`config.mk`:
```
export PLATFORM = sky130hd
export DESIGN_NAME = wiz_bus_cycle
export DESIGN_NICKNAME = d
export VERILOG_FILES = /design/src/rtl/wiz_bus_cycle.sv
export SDC_FILE = /design/constraint.sdc
export NUM_CORES = 1
export LEC_CHECK = 0
export BUFFER_PORTS_ARGS = -buffer_cell sky130_fd_sc_hd__clkbuf_2
export CORE_MARGIN = 4
export CORE_UTILIZATION = 55
export DETAILED_ROUTE_END_ITERATION = 16
export GPL_ROUTABILITY_DRIVEN = 0
export PLACE_DENSITY = 0.76
export RECOVER_POWER = 50
export SKIP_LAST_GASP = 1
export SLEW_MARGIN = 20
export SYNTH_ARGS = -nofsm -noshare
export SYNTH_HDL_FRONTEND = slang
export SYNTH_SLANG_ARGS = --single-unit
```
`constraint.sdc`:
```
create_clock -name clk -period 2.7 [get_ports clk]
set_clock_uncertainty 0.2 [all_clocks]
set_input_delay 0.135 -clock clk [delete_from_list [all_inputs] [get_ports clk]]
set_output_delay 0.135 -clock clk [all_outputs]
set_load 0.005 [all_outputs]
```
`src/rtl/wiz_bus_cycle.sv`:
```
// rtl/wiz_bus_cycle.sv - 68008 to W5300 bus cycle sequencer with parameterised setup/strobe/hold/recovery timing
module wiz_bus_cycle #(
  parameter int unsigned SETUP_CYC  = 1,
  parameter int unsigned STROBE_CYC = 2,
  parameter int unsigned HOLD_CYC   = 1,
  parameter int unsigned RECOV_CYC  = 2
) (
  input  logic clk,
  input  logic rstl,
  input  logic wizsel,
  input  logic dsl,
  input  logic rdwl,
  output logic wizcsl,
  output logic wizrdl,
  output logic wizwrl,
  output logic dbenl,
  output logic dbdir,
  output logic dtackl,
  output logic busy
);

  // Terminal count of a phase; a zero length is stretched to one cycle.
  function automatic logic [3:0] last_cnt(input int unsigned n);
    if (n == 0)     return 4'd0;
    else if (n > 15) return 4'd14;
    else            return 4'(n - 1);
  endfunction

  localparam logic [3:0] SETUP_LAST  = last_cnt(SETUP_CYC);
  localparam logic [3:0] STROBE_LAST = last_cnt(STROBE_CYC);
  localparam logic [3:0] HOLD_LAST   = last_cnt(HOLD_CYC);
  localparam logic [3:0] RECOV_LAST  = last_cnt(RECOV_CYC);

  typedef enum logic [2:0] {IDLE, SETUP, STROBE, HOLD, ACK, RECOV} state_e;

  state_e      state_q, state_d;
  logic [3:0]  cnt_q, cnt_d;
  logic        dir_q, dir_d;
  logic        abort_q, abort_d;
  logic        armed_q, armed_d;
  logic        sel_s1_q, sel_s2_q, ds_s1_q, ds_s2_q;
  logic [1:0]  vld_q;
  logic        lost;
  logic        cs_q, rd_q, wr_q, ben_q, dbdir_q, dtack_q, busy_q;
  logic        cs_d, rd_d, wr_d, ben_d, dbdir_d, dtack_d, busy_d;

  // armed marks a genuine high level of synchronised dsl since the last start,
  // so a strobe still held low from a previous cycle cannot retrigger.
  always_comb begin
    state_d = state_q;
    cnt_d   = cnt_q + 4'd1;
    dir_d   = dir_q;
    abort_d = abort_q;
    armed_d = armed_q | (vld_q[1] & ds_s2_q);
    lost    = ~sel_s2_q | ds_s2_q;
    case (state_q)
      IDLE: begin
        cnt_d   = 4'd0;
        abort_d = 1'b0;
        if (armed_q && sel_s2_q && !ds_s2_q) begin
          state_d = SETUP;
          dir_d   = rdwl;
          armed_d = 1'b0;
        end
      end
      SETUP: begin
        if (lost) begin
          state_d = RECOV;
          cnt_d   = 4'd0;
        end else if (cnt_q == SETUP_LAST) begin
          state_d = STROBE;
          cnt_d   = 4'd0;
        end
      end
      STROBE: begin
        abort_d = abort_q | lost;
        if (cnt_q == STROBE_LAST) begin
          state_d = HOLD;
          cnt_d   = 4'd0;
        end
      end
      HOLD: begin
        abort_d = abort_q | lost;
        if (cnt_q == HOLD_LAST) begin
          state_d = (abort_q || lost) ? RECOV : ACK;
          cnt_d   = 4'd0;
        end
      end
      ACK: begin
        cnt_d = 4'd0;
        if (ds_s2_q) state_d = RECOV;
      end
      RECOV: begin
        abort_d = 1'b0;
        if (cnt_q == RECOV_LAST) begin
          state_d = IDLE;
          cnt_d   = 4'd0;
        end
      end
      default: begin
        state_d = IDLE;
        cnt_d   = 4'd0;
      end
    endcase
  end

  // Outputs are decoded from the next state and registered, so they are glitch-free.
  always_comb begin
    cs_d    = !(state_d inside {SETUP, STROBE, HOLD});
    ben_d   = !(state_d inside {SETUP, STROBE, HOLD, ACK});
    rd_d    = !((state_d == STROBE) && dir_d);
    wr_d    = !((state_d == STROBE) && !dir_d);
    dtack_d = (state_d != ACK);
    busy_d  = (state_d != IDLE);
    dbdir_d = (state_d == IDLE) ? 1'b1 : dir_d;
  end

  always_ff @(posedge clk or negedge rstl) begin
    if (!rstl) begin
      state_q  <= IDLE;
      cnt_q    <= 4'd0;
      dir_q    <= 1'b1;
      abort_q  <= 1'b0;
      armed_q  <= 1'b0;
      sel_s1_q <= 1'b0;
      sel_s2_q <= 1'b0;
      ds_s1_q  <= 1'b1;
      ds_s2_q  <= 1'b1;
      vld_q    <= 2'b00;
      cs_q     <= 1'b1;
      rd_q     <= 1'b1;
      wr_q     <= 1'b1;
      ben_q    <= 1'b1;
      dbdir_q  <= 1'b1;
      dtack_q  <= 1'b1;
      busy_q   <= 1'b0;
    end else begin
      state_q  <= state_d;
      cnt_q    <= cnt_d;
      dir_q    <= dir_d;
      abort_q  <= abort_d;
      armed_q  <= armed_d;
      sel_s1_q <= wizsel;
      sel_s2_q <= sel_s1_q;
      ds_s1_q  <= dsl;
      ds_s2_q  <= ds_s1_q;
      vld_q    <= {vld_q[0], 1'b1};
      cs_q     <= cs_d;
      rd_q     <= rd_d;
      wr_q     <= wr_d;
      ben_q    <= ben_d;
      dbdir_q  <= dbdir_d;
      dtack_q  <= dtack_d;
      busy_q   <= busy_d;
    end
  end

  assign wizcsl = cs_q;
  assign wizrdl = rd_q;
  assign wizwrl = wr_q;
  assign dbenl  = ben_q;
  assign dbdir  = dbdir_q;
  assign dtackl = dtack_q;
  assign busy   = busy_q;

endmodule

```
==> impl.org <==
** Run status
- Outcome :: finished clean

** Routing
- Once detail routing completed, the nets flagged for antenna violations numbered 0.
- After detailed routing, the total wire length is 1.76 mm.
- Post-DR vias/cell :: 5.18
- Summing over every cut layer, the via total after detailed routing is 679.
- For this block, the initial DRC count from the detailed router was 13.
- In the final routed layout, each cell accounts on average for around 13 µm.
- For this run, the detailed router's first-pass iteration total came to 4.
- Remaining routing DRC violations :: 0

** Synthesis
- Post-Syn Nets :: approximately 100
- Number of enable-type register cells in the synthesized netlist :: 0
- Average footprint of a synthesized cell :: 11.9 µm²
- Synthesis inferred 23 register bits.
- Number of unique standard cell types used by synthesis :: 39
- Post-synth top cells :: sky130_fd_sc_hd__dfrtp_1 (14), sky130_fd_sc_hd__dfstp_2 (9), sky130_fd_sc_hd__inv_1 (7), sky130_fd_sc_hd__nor2_1 (7)
- Main synth FF type :: sky130_fd_sc_hd__dfrtp_1
- Of the post-synthesis cell area, the dominant cell type holds 0.327.
- The biggest area contributor in the post-synthesis netlist is sky130_fd_sc_hd__dfrtp_1.
- The most common cell in the synthesized netlist is sky130_fd_sc_hd__dfrtp_1.
- Most area-consuming cells after synthesis :: sky130_fd_sc_hd__dfrtp_1 (33%), sky130_fd_sc_hd__dfstp_2 (22%), sky130_fd_sc_hd__ha_1 (4.7%)
- Post-synthesis cell area :: 1070 µm²
- Total of warnings raised by yosys :: 0
- For this run, the register share of the synthesized area comes to 0.547.
- Counting flops with an async set or reset pin after synthesis yields a share of 1.00.
- Cells after synthesis :: 90

** Layout
- Relative to the synthesized area, the layout overhead comes to 13.0%.
- The layout has around 140 filler cells.
- Of the cells placed in the final design, the portion with a size suffix greater than 1 is 0.283.
- The sequential cells in the finished layout cover a total of 587 µm².
- Summing all multi-input logic gate instances after layout gives about 450 µm².
- Final instance count without filler cells :: 131
- Post-layout nets :: 116
- Antenna Diode Count :: 0

** STA
- Final critical-path setup slack :: 0.594 ns
- Slew at the pin closest to its max-slew limit :: ~1.1 ns
- Subtracting the final worst setup slack from the clock period gives 2.11 ns.
- Dividing the final minimum period by the clock period gives 0.780.
- Final-report hold violation count :: 0
- Setup violations remaining at the end of the flow were counted as 0.
- Setup repair after global routing left no endpoint under its margin.
- Max frequency :: 0.475 GHz
- WHS :: 0.160 ns
- Setup TNS :: 0 ns
- Final count of pins violating max slew :: 0
- Measured against its own limit, the worst slew margin works out to 0.234.

** Floorplanning
- In this run the count of I/O pins placed on the die edge is 12.
- Site Rows :: 15
- From left edge to right edge, the die measures 52.2 µm.
- The total area inside the core boundary comes to 1780 µm².
- For this configuration, the core starts out at a cell density of 0.601.
- Die Height :: 52.2 µm
- Floorplan die area :: between 2000 and 3000 µm²

** Global route
- The number of global-route vias before repair was 683.
- Entering global routing, the biggest net connects 24 pins.
- In the global route stage, overall resource usage came out at 0.154.
- The first global-routing pass estimated 3.09 mm of wire.
- Remaining Overflow, GRT :: 0
- The number of antenna violations at the first check in global routing is 0.

** CTS
- Number of gates resized after cts :: 0
- Clock transition time at the flip-flop clock pins of the worst setup and hold paths :: 0.12 ns
- Deepest level of the CTS H-tree :: 1
- TritonCTS built the clock tree.
- Maximum clock path buffer count :: 2
- Clock latency on the worst-skew pair, taken at its later pin, is between 0.3 and 0.4 ns.
- Once the clock tree was built, the setup fixing pass inserted 0 buffers.
- Clock tree sinks :: 23
- Clock buffers created by TritonCTS :: 3
- The tree is rooted in a sky130_fd_sc_hd__clkbuf_4.
- For this design, the CTS-stage hold fixing added 4 buffers.

** Worst setup path
- Cell type of the slowest stage on the worst timing path :: sky130_fd_sc_hd__dfrtp_1
- Class of the most critical setup path :: reg -> reg
- STA classifies the critical path startpoint as a flip-flop.
- Maximum fanout count along the critical path :: 5
- Series of cell instances along the critical path :: inv_1, ha_1, nor3b_2, nor2_1, a2111oi_4, nand2b_4, or2_1
- Endpoint type of the worst setup path :: flip-flop
- Data arrival, critical path :: approximately 2.1 ns
- Required time at the endpoint of the critical path :: 2.69 ns
- On the worst path, the slowest cell contributes a delay of 0.44 ns.

** Power and ir drop
- Overall power :: 1.13 mW
- LEAKAGE :: 0.501 nW
- Across the VDD grid, the largest voltage drop is 0.620 mV.
- Pwr per Cell Area :: 937 nW/µm²

** Placed design
- Counting tap cells, the placed design contains a total of 123 instances.
- Summed over all nets, the half-perimeter wirelength after detailed placement is 1.22 mm.
- Prior to clock tree synthesis, the placed netlist has a worst setup slack of 0.636 ns.
- Count of buffers from port buffering :: 11

** Job
- Max-cap violation count :: 0

** Worst hold path
- Worst min-delay path class :: reg -> reg
==> cell type report <==
cell class | count | area share
flip-flops and latches | 23 | 0.485
multi-input cells | 57 | 0.368
repair buffers | 15 | 0.0775
well taps | 25 | 0.0258
inverters | 7 | 0.0217
clock buffers | 3 | 0.0186
clock inverters | 1 | 0.00413
==> metrics by stage <==
step / area, µm² / util
2_1_floorplan: 1070 / -
3_3_place_gp: 1140 / 0.642
3_5_place_dp: 1140 / 0.642
4_1_cts: 1210 / 0.680
5_1_grt: 1210 / 0.679
6_report: 1210 / 0.679
==> flip-flops by register name (all words and copies together), names as in the netlist <==
register	count
busy	1
vld_q	2
wizcsl	1
state_q	3
armed_q	1
ds_s1_q	1
sel_s1_q	1
abort_q	1
wizwrl	1
cnt_q	4
dbdir	1
dir_q	1
dbenl	1
sel_s2_q	1
wizrdl	1
ds_s2_q	1
dtackl	1
==> path summary, 6_finish.rpt <==
path	startpoint	end	slack, ns	depth (start not counted)
max	cnt_q[1]	busy	0.59	7
min	sel_s1_q	sel_s2_q	0.16	0
max reg2reg	cnt_q[1]	busy	0.59	7
min reg2reg	sel_s1_q	sel_s2_q	0.16	0
max in group asynchronous	rstl	cnt_q[2]	1.25	2
min in group asynchronous	rstl	abort_q	0.35	2
==> critical path, delay by kind of cell, from the launching register on <==
kind	cells	cell delay, ns
flip-flops	1	0.44
AO/OA/AOI/OAI	1	0.43
buffers and inverters	1	0.09
AND/OR/NAND/NOR	4	0.65
adder cells (fa/ha/maj)	1	0.17
==> layer usage <==
metal  track usage  up-vias  part of all wire
li1              -      343                 -
met1         0.206      312              0.47
met2         0.253       20              0.48
met3        0.0516        4             0.049
met4        0.0128        0            0.0080
met5             0        -                 0
==> cell families after synthesis <==
family,synth area share
fa+ha+maj,0.0467
buf+inv,0.0373
flops,0.547
xor+xnor,0.0245
mux,0.00934
other cells,0.00350
simple gates,0.180
compound gates,0.152
==> where the power goes <==
| part | switching (mW) | internal (mW) | total (mW) |
|---|---|---|---|
| combinational | 0.234 | 0.205 | 0.439 |
| clock | 0.0959 | 0.0552 | 0.151 |
| sequential | 0.0887 | 0.456 | 0.544 |
| total | 0.419 | 0.716 | 1.13 |
==> layout by cell type, fill, tap and decap left out, types with 2 or more instances in the layout <==
cell                            Yosys  routed
sky130_fd_sc_hd__o22ai_1            2       2
sky130_fd_sc_hd__xnor2_1            2       2
sky130_fd_sc_hd__nand2b_1           4       4
sky130_fd_sc_hd__clkbuf_4           0       3
sky130_fd_sc_hd__o211ai_1           2       2
sky130_fd_sc_hd__nand2_1            5       5
sky130_fd_sc_hd__inv_1              7       7
sky130_fd_sc_hd__a21oi_1            5       5
sky130_fd_sc_hd__dfstp_2            9       9
sky130_fd_sc_hd__nor2_1             7       7
sky130_fd_sc_hd__dfrtp_1           14      14
sky130_fd_sc_hd__ha_1               4       4
sky130_fd_sc_hd__dlygate4sd3_1      0       4
sky130_fd_sc_hd__clkbuf_2           0      10
Note: power is estimated with default switching activity, not from simulation.
